==> src/rtl/pingpong_filler.sv <==
// pingpong_filler: streams producer words into the active half of a ping-pong
// buffer, then swaps halves when a half is full or a flush is requested. The
// swap is held off while the consumer still owns the previously swapped half.
// Optional feature: define PINGPONG_FILLER_OVERRUN_COUNT_EN to add the 16-bit
// saturating overrunCount output (cycles where the producer was stalled).
module pingpong_filler #(
  parameter int FILL_LIMIT = 256
) (
  input  logic        clock,
  input  logic        reset,
  input  logic [31:0] dataIn,
  input  logic        dataValid,
  output logic        dataReady,
  input  logic        flush,
  output logic [8:0]  bufferAddress,
  output logic [31:0] bufferDataOut,
  output logic        bufferWriteEnable,
  output logic        bufferSwitch,
  output logic        blockReady,
  output logic [8:0]  blockLength,
  input  logic        consumerDone
`ifdef PINGPONG_FILLER_OVERRUN_COUNT_EN
  ,
  output logic [15:0] overrunCount
`endif
);

  typedef enum logic [1:0] {
    ST_FILL  = 2'd0,
    ST_DRAIN = 2'd1,
    ST_SWAP  = 2'd2,
    ST_WAIT  = 2'd3
  } state_t;

  localparam logic [8:0] LIMIT = 9'(FILL_LIMIT);

  state_t      state_reg;
  state_t      state_next;
  logic [8:0]  wr_ptr_reg;
  logic [8:0]  wr_ptr_inc;
  logic [8:0]  buf_addr_reg;
  logic [31:0] buf_data_reg;
  logic        buf_we_reg;
  logic        block_ready_reg;
  logic [8:0]  block_length_reg;
  logic        data_ready;
  logic        buffer_switch;
  logic        accept;
  logic        swap_req;

  assign accept     = dataValid & data_ready;
  assign wr_ptr_inc = wr_ptr_reg + 9'd1;

  // A swap is due when this acceptance fills the half, or on a flush while the
  // half holds at least one word (counting a word accepted in the same cycle).
  assign swap_req = accept ? ((wr_ptr_inc == LIMIT) | flush)
                           : (flush & (wr_ptr_reg != 9'd0));

  // State register.
  always_ff @(posedge clock or negedge reset) begin
    if (!reset) begin
      state_reg <= ST_FILL;
    end else begin
      state_reg <= state_next;
    end
  end

  // Next-state logic. DRAIN lets the final write strobe reach the buffer
  // before any switch; a consumerDone arriving in DRAIN releases the old half
  // directly, otherwise that pulse would be consumed and WAIT would never exit.
  always_comb begin
    state_next = state_reg;
    case (state_reg)
      ST_FILL:  if (swap_req) state_next = ST_DRAIN;
      ST_DRAIN: state_next = (!block_ready_reg || consumerDone) ? ST_SWAP : ST_WAIT;
      ST_WAIT:  if (consumerDone) state_next = ST_SWAP;
      ST_SWAP:  state_next = ST_FILL;
      default:  state_next = ST_FILL;
    endcase
  end

  // State-decoded outputs: ready only while filling, switch only in SWAP.
  always_comb begin
    data_ready    = 1'b0;
    buffer_switch = 1'b0;
    case (state_reg)
      ST_FILL: data_ready    = 1'b1;
      ST_SWAP: buffer_switch = 1'b1;
      default: ;
    endcase
  end

  // Write pointer and registered buffer write port (one cycle after accept).
  always_ff @(posedge clock or negedge reset) begin
    if (!reset) begin
      wr_ptr_reg   <= 9'd0;
      buf_addr_reg <= 9'd0;
      buf_data_reg <= 32'd0;
      buf_we_reg   <= 1'b0;
    end else begin
      buf_we_reg <= accept;
      if (accept) begin
        buf_addr_reg <= {1'b0, wr_ptr_reg[7:0]};
        buf_data_reg <= dataIn;
      end
      if (state_reg == ST_SWAP) begin
        wr_ptr_reg <= 9'd0;
      end else if (accept) begin
        wr_ptr_reg <= wr_ptr_inc;
      end
    end
  end

  // Hand-off to the consumer: SWAP publishes the half and wins over a
  // coincident consumerDone; otherwise consumerDone releases the half.
  always_ff @(posedge clock or negedge reset) begin
    if (!reset) begin
      block_ready_reg  <= 1'b0;
      block_length_reg <= 9'd0;
    end else if (state_reg == ST_SWAP) begin
      block_ready_reg  <= 1'b1;
      block_length_reg <= wr_ptr_reg;
    end else if (consumerDone) begin
      block_ready_reg  <= 1'b0;
    end
  end

`ifdef PINGPONG_FILLER_OVERRUN_COUNT_EN
  logic [15:0] overrun_cnt_reg;

  // Count stalled producer cycles, saturating at all-ones.
  always_ff @(posedge clock or negedge reset) begin
    if (!reset) begin
      overrun_cnt_reg <= 16'd0;
    end else if (dataValid && !data_ready && (overrun_cnt_reg != 16'hFFFF)) begin
      overrun_cnt_reg <= overrun_cnt_reg + 16'd1;
    end
  end

  assign overrunCount = overrun_cnt_reg;
`endif

  assign dataReady         = data_ready;
  assign bufferSwitch      = buffer_switch;
  assign bufferAddress     = buf_addr_reg;
  assign bufferDataOut     = buf_data_reg;
  assign bufferWriteEnable = buf_we_reg;
  assign blockReady        = block_ready_reg;
  assign blockLength       = block_length_reg;

endmodule
==> config.mk <==
export PLATFORM = sky130hd
export DESIGN_NAME = pingpong_filler
export DESIGN_NICKNAME = d
export VERILOG_FILES = /design/src/rtl/pingpong_filler.sv
export SDC_FILE = /design/constraint.sdc
export NUM_CORES = 1
export LEC_CHECK = 0
export CAP_MARGIN = 5
export CORE_MARGIN = 4
export CORE_UTILIZATION = 28
export DETAILED_ROUTE_END_ITERATION = 16
export HOLD_SLACK_MARGIN = 0.1
export PLACE_DENSITY_LB_ADDON = 0.2
export SLEW_MARGIN = 5
export SYNTH_ARGS = -nofsm -noshare
export SYNTH_HDL_FRONTEND = slang
export SYNTH_SLANG_ARGS = --single-unit
==> constraint.sdc <==
create_clock -name clock -period 3.3 [get_ports clock]
set_input_delay 0.495 -clock clock [delete_from_list [all_inputs] [get_ports clock]]
set_output_delay 0.495 -clock clock [all_outputs]
set_load 0.05 [all_outputs]
==> flow_summary.yaml <==
run_status:
  outcome: "finished, final reports clean"
critical_path:
  crit_start: "state_reg[0]"
  cp.arrival_ns: 2.18
  reg2reg_slack_ns: 1.40
  cp.required_ns: 2.80
  reg2reg_from: "wr_ptr_reg[0]"
  cp-end-kind: "output pin"
  cp-endpoint: "bufferSwitch"
  r2r_end: "state_reg[0]"
  critical_path_class: "register to output pin"
  path_max_fanout: 14
  r2r_cells: 5
  worstSetupStartpointType: "register"
cts:
  cts_tree: "built"
  cts.sinks: 62
  cts_htree_levels: 3
  cts_hold_buf: 0
  cts_buffer_depth: 2
  cts_buffers: 9
  clock_latency_ns: 0.33
  cts_resized: 0
  cts-root-buf: "clkbuf_8"
  cts_setup_buffers: 0
  path_clk_slew_ns: 0.07
layout:
  final_common_cell: "nand2_1"
  final_cell_mix: "141 x nand2_1, 88 x clkdlybuf4s50_1, 62 x dfrtp_1, 12 x clkbuf_8, 9 x o21ai_0"
  layout-drive-gt1-share_pct: 6.283
  synthToLayoutAreaGrowth_pct: 42.64
  largest_register_ffs: 32
  finish.net_count: 419
  diodes: 0
  fill_cells: 917
die:
  fp.coreArea_um2: 9240
  io_pins: 91
  die_w_um: 105.4
  start_util_pct: 28.77
  die-height_um: 105.4
  die-area_um2: 11120
  num_rows: 35
power:
  power.internal_mw: 1.960
  power_frac_comb_pct: 52.6
  p_clk_share_pct: 15.9
  swShare_pct: 48.39
  power.leakage_nw: 1.803
  power_mw: 3.797
  power_switching_mw: 1.837
  p_per_area_nw_per_um2: 1001
  peakVddDrop_mv: 0.5083
  seqPwrFrac_pct: 31.5
timing:
  rsz0062_at_grt: "false"
  setup_viol: 0
  fin_crit_ns: 2.675
  worstMarginPinSlew_ns: 0.6895
  final.setup.tns_ns: 0
  finalHoldViolCount: 0
  period_share_pct: 81.07
  fin_skew_ns: 0.005293
  slew_headroom_pct: 54.03
  clock.fmax_ghz: 0.3738
  drv_slew: 0
route:
  avgRoutedWirePerCell_um: 13.10
  dr_total_vias: 2240
  drc: 0
  dr.first_iter.drc_count: 88
  wl_um: 6693
  vias_per_cell: 4.384
  ant_nets: 0
  dr.pass1.iters: 4
logic_synthesis:
  syn-num-nets: 336
  syn_inst: 296
  synth.area.top_cells: "dfrtp_1 58%, nand2_1 20%, o21ai_0 1.7%, o21ai_1 1.5%, ha_1 1.4%"
  synth_edf_count: 0
  async_flop_share_pct: 100.0
  yosys.area.top_type: "dfrtp_1"
  synth_area_um2: 2659
  ys.flop_type: "dfrtp_1"
  synth_seq_cells: 62
  ys_seq_area_share_pct: 58.35
  avgSynthCellArea_um2: 8.982
  synth_top_cell_area_share_pct: 58.35
  ys_types: 39
  ys.warnings.count: 0
place:
  io_buffer_count: 89
  gp_congestion: 0.7495
  dp_hpwl_um: 4530
min_path:
  hold_path_class: "input pin to asynchronous set/reset pin"
global_route:
  grt_pass1_wl_um: 11220
  grt_max_degree: 52
  grt_pass1_vias: 2317
  gr-total-overflow: 0
  track_usage_pct: 12.59
  antenna_found_initial: 0
job:
  cap_violations: 0
cells by family after synthesis:
logic type               synth area share, %
adder cells (fa/ha/maj)                1.412
other                                 0.1410
AO/OA/AOI/OAI                          9.036
XOR/XNOR                              0.3295
AND/OR/NAND/NOR                        25.55
flip-flops                             58.35
buffers and inverters                  5.176
stage by stage:
stage,setup WS [ns],cell area [um^2],util (%),hold slack [ns],cells
6_report,0.6249,3792,41.04,0.2008,511
5_1_grt,0.4721,3792,41.04,0.2672,511
4_1_cts,0.5916,3792,41.04,0.2323,511
3_5_place_dp,0.8207,3618,39.16,0.4198,497
3_3_place_gp,0.8394,3618,39.16,0.4050,497
2_1_floorplan,1.631,2659,-,0.1994,296
power by group through the flow:
stage | sequential (mW) | combinational, mW | clock [mW]
after floorplan | 1.99 | 0.555 | 0
after global placement | 1.20 | 2.02 | 0
after detailed placement | 1.20 | 2.03 | 0
after CTS | 1.20 | 2.03 | 0.629
after global routing | 1.24 | 2.13 | 0.664
final | 1.20 | 2.00 | 0.603
synth_stat cells, drive strengths merged, types with 2 or more instances:
cell and number:
a21oi 6, o31ai 2, and4 3, clkbuf 8, dfrtp 62, a31oi 3
nor2 6, buf 12, o41ai 2, and3 2, nand3 4, o21ai 17
ha 3, nand2 141, inv 6
final cells by class:
cell class | instances | area [um^2] | share of cell area, %
sequential | 62 | 1551 | 40.91
timing repair buffer | 92 | 908.4 | 23.95
clock inverter | 1 | 5.005 | 0.1320
tap | 129 | 161.4 | 4.256
inverter | 7 | 27.53 | 0.7258
clock buffer | 13 | 168.9 | 4.454
multi-input combinational | 207 | 969.7 | 25.57
per-layer routing:
| layer | part of all wire [%] | track usage, % |
|---|---|---|
| met5 | 0 | 0 |
| met4 | 0.69 | 3.843 |
| met3 | 6.9 | 5.083 |
| met2 | 48 | 20.67 |
| met1 | 44 | 15.10 |
worst min-delay path by stage:
stage,slack [ns],startpoint,endpoint
finish,0.20,reset,bufferDataOut[2]
global route,0.27,reset,bufferDataOut[2]
CTS,0.23,reset,bufferDataOut[2]
detailed placement,0.42,state_reg[0],state_reg[1]
global placement,0.41,state_reg[0],state_reg[1]
floorplan,0.20,reset,blockLength[0]
worst max-delay path, cell delays in order (launching register included):
cell             delay, ns
dfrtp_1               0.41
nand2b_1              0.37
inv_2                 0.25
clkdlybuf4s50_1       0.84
No activity file was read; power rests on OpenSTA's default activity.
